[src/rtl/pr_bus_arbiter.sv]
// Two-master round-robin arbiter for the processor-side peripheral bus.
// Each granted transfer runs WAIT_CYC+1 access cycles; out-of-window addresses are rejected.
module pr_bus_arbiter #(
  parameter int unsigned WAIT_CYC = 1
) (
  input  logic        clk,
  input  logic        rst,
  input  logic        m0_req,
  input  logic        m0_we,
  input  logic [29:0] m0_addr,
  input  logic [3:0]  m0_be,
  input  logic [31:0] m0_wdata,
  output logic        m0_gnt,
  output logic        m0_done,
  output logic        m0_err,
  output logic [31:0] m0_rdata,
  input  logic        m1_req,
  input  logic        m1_we,
  input  logic [29:0] m1_addr,
  input  logic [3:0]  m1_be,
  input  logic [31:0] m1_wdata,
  output logic        m1_gnt,
  output logic        m1_done,
  output logic        m1_err,
  output logic [31:0] m1_rdata,
  output logic [29:0] PrAddr,
  output logic [31:0] PrWD,
  output logic [3:0]  BE,
  input  logic [31:0] PrRD,
  output logic        busy
);

  typedef enum logic [1:0] {StIdle, StAccess, StDone} state_e;

  state_e      state_q;
  logic        win_q;   // 0 = M0, 1 = M1
  logic        last_q;
  logic        we_q;
  logic [29:0] addr_q;
  logic [3:0]  be_q;
  logic [31:0] wdata_q;
  logic        err_q;
  logic [3:0]  wcnt_q;
  logic [31:0] rdata0_q;
  logic [31:0] rdata1_q;

  logic        sel;
  logic [29:0] sel_addr;
  logic        in_win;

  // Sole requester wins; on a tie the master that did not go last wins.
  always_comb begin
    sel = m1_req;
    if (m0_req && m1_req) begin
      sel = ~last_q;
    end
  end

  assign sel_addr = sel ? m1_addr : m0_addr;
  assign in_win   = (sel_addr[29:2] >= 28'h7f0) && (sel_addr[29:2] <= 28'h7f2);

  always_ff @(posedge clk or negedge rst) begin
    if (!rst) begin
      state_q  <= StIdle;
      win_q    <= 1'b0;
      last_q   <= 1'b1;
      we_q     <= 1'b0;
      addr_q   <= '0;
      be_q     <= '0;
      wdata_q  <= '0;
      err_q    <= 1'b0;
      wcnt_q   <= '0;
      rdata0_q <= '0;
      rdata1_q <= '0;
    end else begin
      unique case (state_q)
        StIdle: begin
          if (m0_req || m1_req) begin
            win_q   <= sel;
            last_q  <= sel;
            we_q    <= sel ? m1_we    : m0_we;
            addr_q  <= sel_addr;
            be_q    <= sel ? m1_be    : m0_be;
            wdata_q <= sel ? m1_wdata : m0_wdata;
            if (in_win) begin
              state_q <= StAccess;
              wcnt_q  <= 4'(WAIT_CYC);
              err_q   <= 1'b0;
            end else begin
              state_q <= StDone;
              err_q   <= 1'b1;
              if (sel) rdata1_q <= 32'hffff_ffff;
              else     rdata0_q <= 32'hffff_ffff;
            end
          end
        end
        StAccess: begin
          if (wcnt_q != 4'd0) begin
            wcnt_q <= wcnt_q - 4'd1;
          end else begin
            if (!we_q) begin
              if (win_q) rdata1_q <= PrRD;
              else       rdata0_q <= PrRD;
            end
            state_q <= StDone;
          end
        end
        StDone:  state_q <= StIdle;
        default: state_q <= StIdle;
      endcase
    end
  end

  logic acc;
  logic fin;
  assign acc = (state_q == StAccess);
  assign fin = (state_q == StDone);

  // Outputs decode registered state only, so reset clears them without waiting for a clock.
  assign m0_gnt   = (acc || fin) && !win_q;
  assign m1_gnt   = (acc || fin) &&  win_q;
  assign m0_done  = fin && !win_q;
  assign m1_done  = fin &&  win_q;
  assign m0_err   = fin && !win_q && err_q;
  assign m1_err   = fin &&  win_q && err_q;
  assign m0_rdata = rdata0_q;
  assign m1_rdata = rdata1_q;
  assign PrAddr   = acc ? addr_q  : '0;
  assign PrWD     = acc ? wdata_q : '0;
  assign BE       = (acc && we_q && (wcnt_q == 4'd0)) ? be_q : '0;
  assign busy     = (state_q != StIdle);

endmodule

[config.mk]
export PLATFORM = sky130hd
export DESIGN_NAME = pr_bus_arbiter
export DESIGN_NICKNAME = d
export VERILOG_FILES = /design/src/rtl/pr_bus_arbiter.sv
export SDC_FILE = /design/constraint.sdc
export NUM_CORES = 1
export LEC_CHECK = 0
export CAP_MARGIN = 15
export CELL_PAD_IN_SITES_DETAIL_PLACEMENT = 2
export CELL_PAD_IN_SITES_GLOBAL_PLACEMENT = 2
export CORE_ASPECT_RATIO = 1.25
export CORE_MARGIN = 5
export CORE_UTILIZATION = 25
export DETAILED_ROUTE_END_ITERATION = 10
export PLACE_DENSITY_LB_ADDON = 0.1
export SYNTH_ARGS = -nofsm -noshare
export SYNTH_HDL_FRONTEND = slang
export SYNTH_SLANG_ARGS = --single-unit
export TNS_END_PERCENT = 1
[constraint.sdc]
create_clock -name clk -period 3.5 [get_ports clk]
set_clock_uncertainty 0.05 [all_clocks]
set_input_delay 0.35 -clock clk [delete_from_list [all_inputs] [get_ports clk]]
set_output_delay 0.35 -clock clk [all_outputs]
set_load 0.005 [all_outputs]
# Word level (Yosys, flattened, before mapping)
# Index checks and enable logic that the tools add are counted.
[totals]
register_bits = 140
out_inout_bits = 137
elab_cells = 81
[classes]
add_sub_neg = 1
order_cmp = 2
n_eq_ne = 12
n_mux = 31
n_bitwise = 1
n_reduce_logical = 23
[op_table]
columns = ["operator", "count"]
rows = [
  ["$mux W32", 14],
  ["$pmux W32 S2", 2],
  ["$mux W30", 2],
  ["$ge A28 B11 Y1 const B", 1],
  ["$le A28 B11 Y1 const B", 1],
  ["$mux W4", 5],
  ["$ne A2 B2 Y1 const B", 9],
  ["$reduce_and A7 Y1", 2],
  ["$logic_and A1 B1 Y1", 10],
  ["$pmux W4 S2", 1],
  ["$mux W2", 3],
  ["$logic_not A4 Y1", 1],
  ["$pmux W2 S2", 1],
  ["$reduce_and A2 Y1", 2],
  ["$reduce_and A4 Y1", 1],
  ["$reduce_bool A2 Y1", 2],
  ["$reduce_bool A4 Y1", 1],
  ["$sub A4 B1 Y4 const B", 1],
  ["$mux W1", 3],
  ["$eq A2 B1 Y1 const B", 1],
  ["$eq A2 B2 Y1 const B", 1],
  ["$logic_not A2 Y1", 1],
  ["$logic_or A1 B1 Y1", 2],
  ["$ne A2 B1 Y1 const B", 1],
  ["2 further kinds", 2],
]

# Logic depth before layout (Yosys ltp)
# Gate-level depths: netlist of run 1.
[logic_depth]
word_depth = 8
depth_mapped = 11
mapped_depth_nobuf = 8

# Worst setup path after synthesis of run 1
# Ideal clock, no wire load.
[synth_path]
path_kind = "register to register"
from = "register wcnt_q[0]"
to = "register rdata0_q[10], in the netlist m0_rdata[10]"
setup_ps = 137
arrival_ps = 2452
path_slack_ps = 861
stages_incl_launch_ff = 11
cell_sequence = "dfrtp_1 -> inv_1 -> ha_1 -> or3b_1 -> buf_6 -> or3_4 -> or3_1 -> a211o_4 -> buf_6 -> o22ai_2 -> a21oi_1"
[synth_between]
elab_chain_cells = 3
[synth_rtl]
columns = ["item", "line_no", "text"]
rows = [
  ["start, declared", "43", "logic [3:0] wcnt_q;"],
  ["start signal, assigned", "87", "wcnt_q <= 4'(WAIT_CYC);"],
  ["start signal, assigned", "99", "wcnt_q <= wcnt_q - 4'd1;"],
  ["$reduce_bool A4 Y1", "98", "if (wcnt_q != 4'd0) begin"],
  ["$ne A2 B2 Y1 (no source line)", "-", ""],
  ["$reduce_and A7 Y1 (no source line)", "-", ""],
  ["end signal, assigned", "103", "else rdata0_q <= PrRD;"],
  ["end, declared", "44", "logic [31:0] rdata0_q;"],
]
# No other way between the ends.
# A chain may end at the register's enable or synchronous reset.

# Final worst setup path of run 1
[layout_path]
from = "register wcnt_q[0]"
to = "output port BE[3]"
[layout_between]
elab_chain_cells = 3
[layout_rtl]
columns = ["item", "line_no", "text"]
rows = [
  ["$logic_not A4 Y1", "130", "assign BE = (acc && we_q && (wcnt_q == 4'd0)) ? be_q : '0;"],
  ["$logic_and A1 B1 Y1", "130", ""],
  ["$mux W4", "130", ""],
  ["end, declared", "28", "output logic [3:0] BE,"],
]
# No other way between the ends.

==> run summary, run 1 <==
Placement Setup Slack -> 0.2539 ns
cell total after placement -> 1608
# clock sinks -> 140
Post-synth ARST share -> 100.0%
relative slew slack -> 42.32%
worst hold margin -> 0.4049 ns
1st-pass router iterations -> 5
number of routed nets with antenna violations -> 0
height of the die -> 212.4 um
Synth top area share -> 42.44%
maximum number of pins on one net before global-route repair -> 169
CTS clock-pin slew for the worst setup and hold paths -> 0.06 ns
register area share after synthesis -> 42.76%
Longest Clk Path Bufs -> 2
CP required -> 3.10 ns
Setup crit end kind -> output pin
dpl hpwl -> 25360 um
Synth Area in Simple Gates -> 19.42%
average wire per cell in the routed design -> 21.56 um
Worst VDD drop -> 0.0002585 V
Leak -> 5.091 nW
CP Data Arrival Time -> 2.86 ns
final-report setup violation count -> 0
unrepaired setup endpoints after global routing -> no
Final GP Congestion -> 0.7771
mean post-synth cell area -> 8.692 um^2
vias in the first global route -> 9028
total gr overflow -> 0
Reg2Reg Setup Slack -> 0.62 ns
IO Port Bufs -> 306
FF-to-FF End -> m0_rdata[28]$_DFFE_PN0P_
setup TNS -> 0 ns
Cell Pwr Density -> 471.8 nW/um^2
remaining routing DRC violations -> 0
core area -> 32500 um^2
Crit Path Max Fanout -> 9
top cells by area, synth -> dfrtp_1, mux2i_1, o21ai_0
status -> finished, final reports clean
global-route wire length before repair -> 53720 um
YS warnings -> 0
num rows -> 74
Worst Slack Setup Final -> 0.2433 ns
Clk Tree Root Cell -> clkbuf_16
ys flop type -> dfrtp_1
max-cap viol count -> 0
layout cells sized above 1 -> 7.869%
most frequent cell after synthesis -> dfrtp_1
critical-path cell list -> inv_1 -> ha_1 -> or3b_1 -> buf_4 -> nor2_1 -> and3_1 -> clkdlybuf4s50_1
Post-synth EDFFs -> 0
via count -> 8190
Yosys cell types -> 47
final hold violation count -> 0
gr usage total -> 19.13%
# H-tree levels -> 4
crit-path max cell delay -> 0.61 ns
f_max -> 0.3071 GHz
final WL -> 35320 um
Clk Latency, worst-skew pair -> 0.43 ns
Num CTS Buffers -> 17
Synth top cells by count -> dfrtp_1, o21ai_0, nor2_1, nand2_1
period utilization -> 93.05%
Worst R2R Path Depth -> 8
Starting Density -> 25.22%
Area Overhead vs Synth -> 50.74%
syn_nets -> 1117
Slew Limit Fails -> 0
Synth area leader -> dfrtp_1
Worst Setup Path Type -> flop to output pin
CTS tree -> yes
Die W -> 172.0 um
Slew @ Worst Pin -> 0.8619 ns
minimum clock period -> 3.257 ns
Synth Register Bits -> 140
I/O Pins -> 307
post-cts repair resize count -> 0
initial antenna violation count -> 0
critical path's slowest cell -> clkdlybuf4s50_1
Mapped Area -> 8197 um^2
Startpoint Class -> flop
Via density -> 5.000
largest family of logic cells by synthesized area -> compound AO/OA/AOI/OAI gates
Synth Area in Compound Gates -> 22.74%
Nets -> 1384
Iter 0 DRT Violations -> 301
Die Footprint -> 36530 um^2
Synth Area in Adders -> 0.6106%
multiplexer fraction of the synthesized cell area -> 8.564%
Layout Cells excl Fill -> 1638
Syn Inst Count -> 943
number of antenna diodes -> 0
Worst Hold Class -> primary input to async pin
Synth Area in XOR/XNOR -> 0%
R2R Path Start -> wcnt_q[0]$_DFFE_PN0P_
-- worst max path at each step --
stage / start / end / slack [ns] / cells past startpoint
after floorplan: wcnt_q[0]$_DFFE_PN0P_ / m0_rdata[10]$_DFFE_PN0P_ / 0.86 / 10
after global placement: m1_addr[12] / m1_rdata[19]$_DFFE_PN0P_ / 0.39 / 8
after detailed placement: m1_addr[5] / m1_rdata[25]$_DFFE_PN0P_ / 0.25 / 8
after CTS: wcnt_q[0]$_DFFE_PN0P_ / BE[3] / 0.14 / 7
after global routing: wcnt_q[0]$_DFFE_PN0P_ / BE[3] / 0.03 / 7
final: wcnt_q[0]$_DFFE_PN0P_ / BE[3] / 0.24 / 7
-- sequential cells by signal, indices dropped and copies added, names as in the netlist --
signal / cells
m0_rdata: 32
m1_rdata: 32
wdata_q: 32
addr_q: 30
be_q: 4
wcnt_q: 4
state_q: 2
err_q: 1
last_q: 1
we_q: 1
win_q: 1
-- final cells by class --
cell class / instances / area [um^2]
Clock buffer: 19 / 452.9
Clock inverter: 10 / 141.4
Fill cell: 3607 / 20140
Inverter: 39 / 146.4
Multi-Input combinational cell: 685 / 4275
Sequential cell: 140 / 3505
Tap cell: 418 / 523.0
Timing Repair Buffer: 327 / 3312
-- routing by layer --
layer  GRT usage [%]  up-vias  share of wire (%)
li1                -     3870                  -
met5               0        -                  0
met1           22.99     4089                 42
met2           32.85      207                 49
met4           4.311        0                1.3
met3           6.807       24                7.7
-- where the power goes --
group	switching, mW	internal [mW]
Combinational	0.984	0.658
Clock	0.760	1.15
Sequential	0.241	2.03
Total	1.99	3.84
-- logic make-up after synthesis --
logic type	after synthesis
AO/OA/AOI/OAI	285
adder cells (fa/ha/maj)	4
buffers and inverters	118
flip-flops	140
multiplexers	70
AND/OR/NAND/NOR	326
-- placed cells by master, fill, tap and decap left out, types with 3 or more instances in the layout --
cell | synthesis | layout
bufinv_16 | 0 | 3
a221oi_1 | 31 | 31
nor4bb_1 | 3 | 3
or3_1 | 35 | 35
o22ai_2 | 30 | 30
nand4_1 | 3 | 3
nor3_1 | 4 | 4
inv_1 | 39 | 39
a21oi_1 | 69 | 68
clkdlybuf4s50_1 | 0 | 305
buf_4 | 0 | 13
nor4_1 | 4 | 4
clkbuf_16 | 0 | 17
nand2_1 | 83 | 82
o22ai_1 | 35 | 35
o21ai_0 | 106 | 105
nor2_1 | 104 | 103
and3_1 | 5 | 5
buf_12 | 0 | 7
a31oi_1 | 3 | 3
mux2i_1 | 69 | 69
and2_1 | 64 | 64
dfrtp_1 | 139 | 139
nand3_1 | 8 | 7
-- timing repair --
action / CTS / global route
hold buffers: 1 / 0
setup buffers: 0 / 0
endpoints found under the hold margin: 65 / 0
-- critical path, delay by kind of cell (launching register included) --
family | cells | cell delay, ns
DFF | 1 | 0.43
buffers and inverters | 3 | 0.91
and+or+nand+nor | 3 | 0.90
adders and majority gates | 1 | 0.19
-- stage by stage --
step	util [%]	cell area, um^2	total power [mW]
floorplan	-	8197	3.119
global placement	36.16	11750	3.917
detailed placement	36.16	11750	3.989
CTS	38.02	12360	5.949
global route	38.02	12360	6.217
finish	38.02	12360	5.829
No activity file was read; power rests on OpenSTA's default activity.
==> run 2: changes to the inputs <==
--- a/config.mk
+++ b/config.mk
@@ -12,7 +12,7 @@
 export CORE_MARGIN = 5
 export CORE_UTILIZATION = 25
 export DETAILED_ROUTE_END_ITERATION = 10
-export PLACE_DENSITY_LB_ADDON = 0.1
+export PLACE_DENSITY = 0.78
 export SYNTH_ARGS = -nofsm -noshare
 export SYNTH_HDL_FRONTEND = slang
 export SYNTH_SLANG_ARGS = --single-unit
==> run summary, run 2 (same netlist as run 1, synthesis figures left out) <==
Clk Latency, worst-skew pair -> 0.43 ns
gr usage total -> 19.62%
total gr overflow -> 0
Layout Cells excl Fill -> 1639
placed inst area -> 11710 um^2
Placement Setup Slack -> 0.1646 ns
CTS clock-pin slew for the worst setup and hold paths -> 0.07 ns
setup repair bufs after CTS -> 0
height of the die -> 212.4 um
initial antenna violation count -> 5
Die W -> 172.0 um
Worst VDD drop -> 0.0002344 V
CTS tree -> yes
Worst Setup Path Type -> flop to output pin
Post-CTS Hold Buffers -> 1
status -> finished, final reports clean
unrepaired setup endpoints after global routing -> no
most common cell after layout, fill and taps aside -> clkdlybuf4s50_1
period utilization -> 96.33%
minimum clock period -> 3.372 ns
IO Port Bufs -> 306
Die Footprint -> 36530 um^2
Worst Slack Setup Final -> 0.1285 ns
most frequent cells in the layout -> clkdlybuf4s50_1, dfrtp_1, o21ai_0, nor2_1, nand2_1
Iter 0 DRT Violations -> 326
Crit Path Max Fanout -> 10
I/O Pins -> 307
# H-tree levels -> 4
Num CTS Buffers -> 17
final-layout fill cell count -> 3555
global-route wire length before repair -> 54830 um
num rows -> 74
Startpoint Class -> flop
maximum number of pins on one net before global-route repair -> 138
Starting Density -> 25.22%
fin area -> 12240 um^2
via count -> 8309
Via density -> 5.070
dpl hpwl -> 26740 um
setup TNS -> 0 ns
Final GP Congestion -> 0.8329
post-cts repair resize count -> 0
remaining routing DRC violations -> 0
Slew @ Worst Pin -> 0.8878 ns
relative slew slack -> 40.81%
Leak -> 5.044 nW
1st-pass router iterations -> 4
Worst Hold Class -> primary input to async pin
core area -> 32500 um^2
average wire per cell in the routed design -> 22.19 um
Clk Tree Root Cell -> clkbuf_16
layout cells sized above 1 -> 7.711%
# clock sinks -> 140
cell total after placement -> 1606
f_max -> 0.2966 GHz
Setup crit end kind -> output pin
final-report setup violation count -> 0
Longest Clk Path Bufs -> 2
CP Data Arrival Time -> 2.97 ns
CP required -> 3.10 ns
Slew Limit Fails -> 0
Area Overhead vs Synth -> 49.38%
final WL -> 36360 um
number of routed nets with antenna violations -> 0
max-cap viol count -> 0
vias in the first global route -> 9219
final hold violation count -> 0
Nets -> 1382
Cell Pwr Density -> 453.0 nW/um^2
## run 2: critical path, stage by stage, from the launching register on
cell and delay, ns:
dfrtp_1 0.42, inv_1 0.12, ha_1 0.19, or3b_1 0.53, nor2_1 0.47, and3_1 0.27
clkdlybuf4s50_1 0.53
## run 2: routing by layer
metal | part of all wire (%) | up-vias | wire length, um | global-route usage [%]
met4 | 1.7 | 10 | 634 | 4.908
met2 | 48 | 272 | 17500 | 32.76
li1 | - | 3862 | - | -
met5 | 0.14 | - | 52 | 0
met1 | 41 | 4124 | 14790 | 23.53
met3 | 9.3 | 41 | 3391 | 8.034
## run 2: area by class of cell
class,instances,area (um^2),share of cell area (%)
Multi-Input combinational cell,685,4275,34.92
Sequential cell,140,3505,28.62
Timing Repair Buffer,325,3272,26.72
Tap cell,418,523.0,4.271
Clock buffer,19,442.9,3.617
Inverter,39,146.4,1.196
Clock inverter,11,75.07,0.6131
Antenna cell,2,5.005,0.04087
## run 2: metrics by stage
| stage | utilization, % | hold WS [ns] | power [mW] |
|---|---|---|---|
| final | 37.68 | 0.3365 | 5.547 |
| after global routing | 37.66 | 0.3461 | 5.929 |
| after CTS | 37.66 | 0.3331 | 5.656 |
| after detailed placement | 36.04 | 0.2167 | 3.942 |
| after global placement | 36.04 | 0.2159 | 3.860 |
| after floorplan | - | 0.004409 | 3.119 |
## run 2: path summary, 6_finish.rpt
check                                           to                     from  slack (ns)  depth (start not counted)
setup / recovery                             BE[2]    wcnt_q[0]$_DFFE_PN0P_        0.13                          6
hold / removal             m0_rdata[1]$_DFFE_PN0P_                      rst        0.34                          2
setup reg to reg           m0_rdata[0]$_DFFE_PN0P_    wcnt_q[0]$_DFFE_PN0P_        0.44                          8
hold reg to reg            wdata_q[24]$_DFFE_PN0P_  wdata_q[24]$_DFFE_PN0P_        0.42                          2
max in group asynchronous  wdata_q[27]$_DFFE_PN0P_                      rst        2.13                          3
min in group clk           wdata_q[24]$_DFFE_PN0P_  wdata_q[24]$_DFFE_PN0P_        0.42                          2
## run 2: where the power goes
part,switching (mW),total (mW),internal [mW]
Clock,0.756,1.67,0.913
Combinational,0.961,1.60,0.635
Sequential,0.248,2.28,2.03
Total,1.97,5.55,3.58
==> run 3: changes to the inputs <==
--- a/config.mk
+++ b/config.mk
@@ -12,7 +12,7 @@
 export CORE_MARGIN = 5
 export CORE_UTILIZATION = 25
 export DETAILED_ROUTE_END_ITERATION = 10
-export PLACE_DENSITY = 0.78
+export PLACE_DENSITY_LB_ADDON = 0.1
 export SYNTH_ARGS = -nofsm -noshare
 export SYNTH_HDL_FRONTEND = slang
 export SYNTH_SLANG_ARGS = --single-unit
==> results of run 3 <==
Final layout, timing and power as in run 1 (identical DEF).
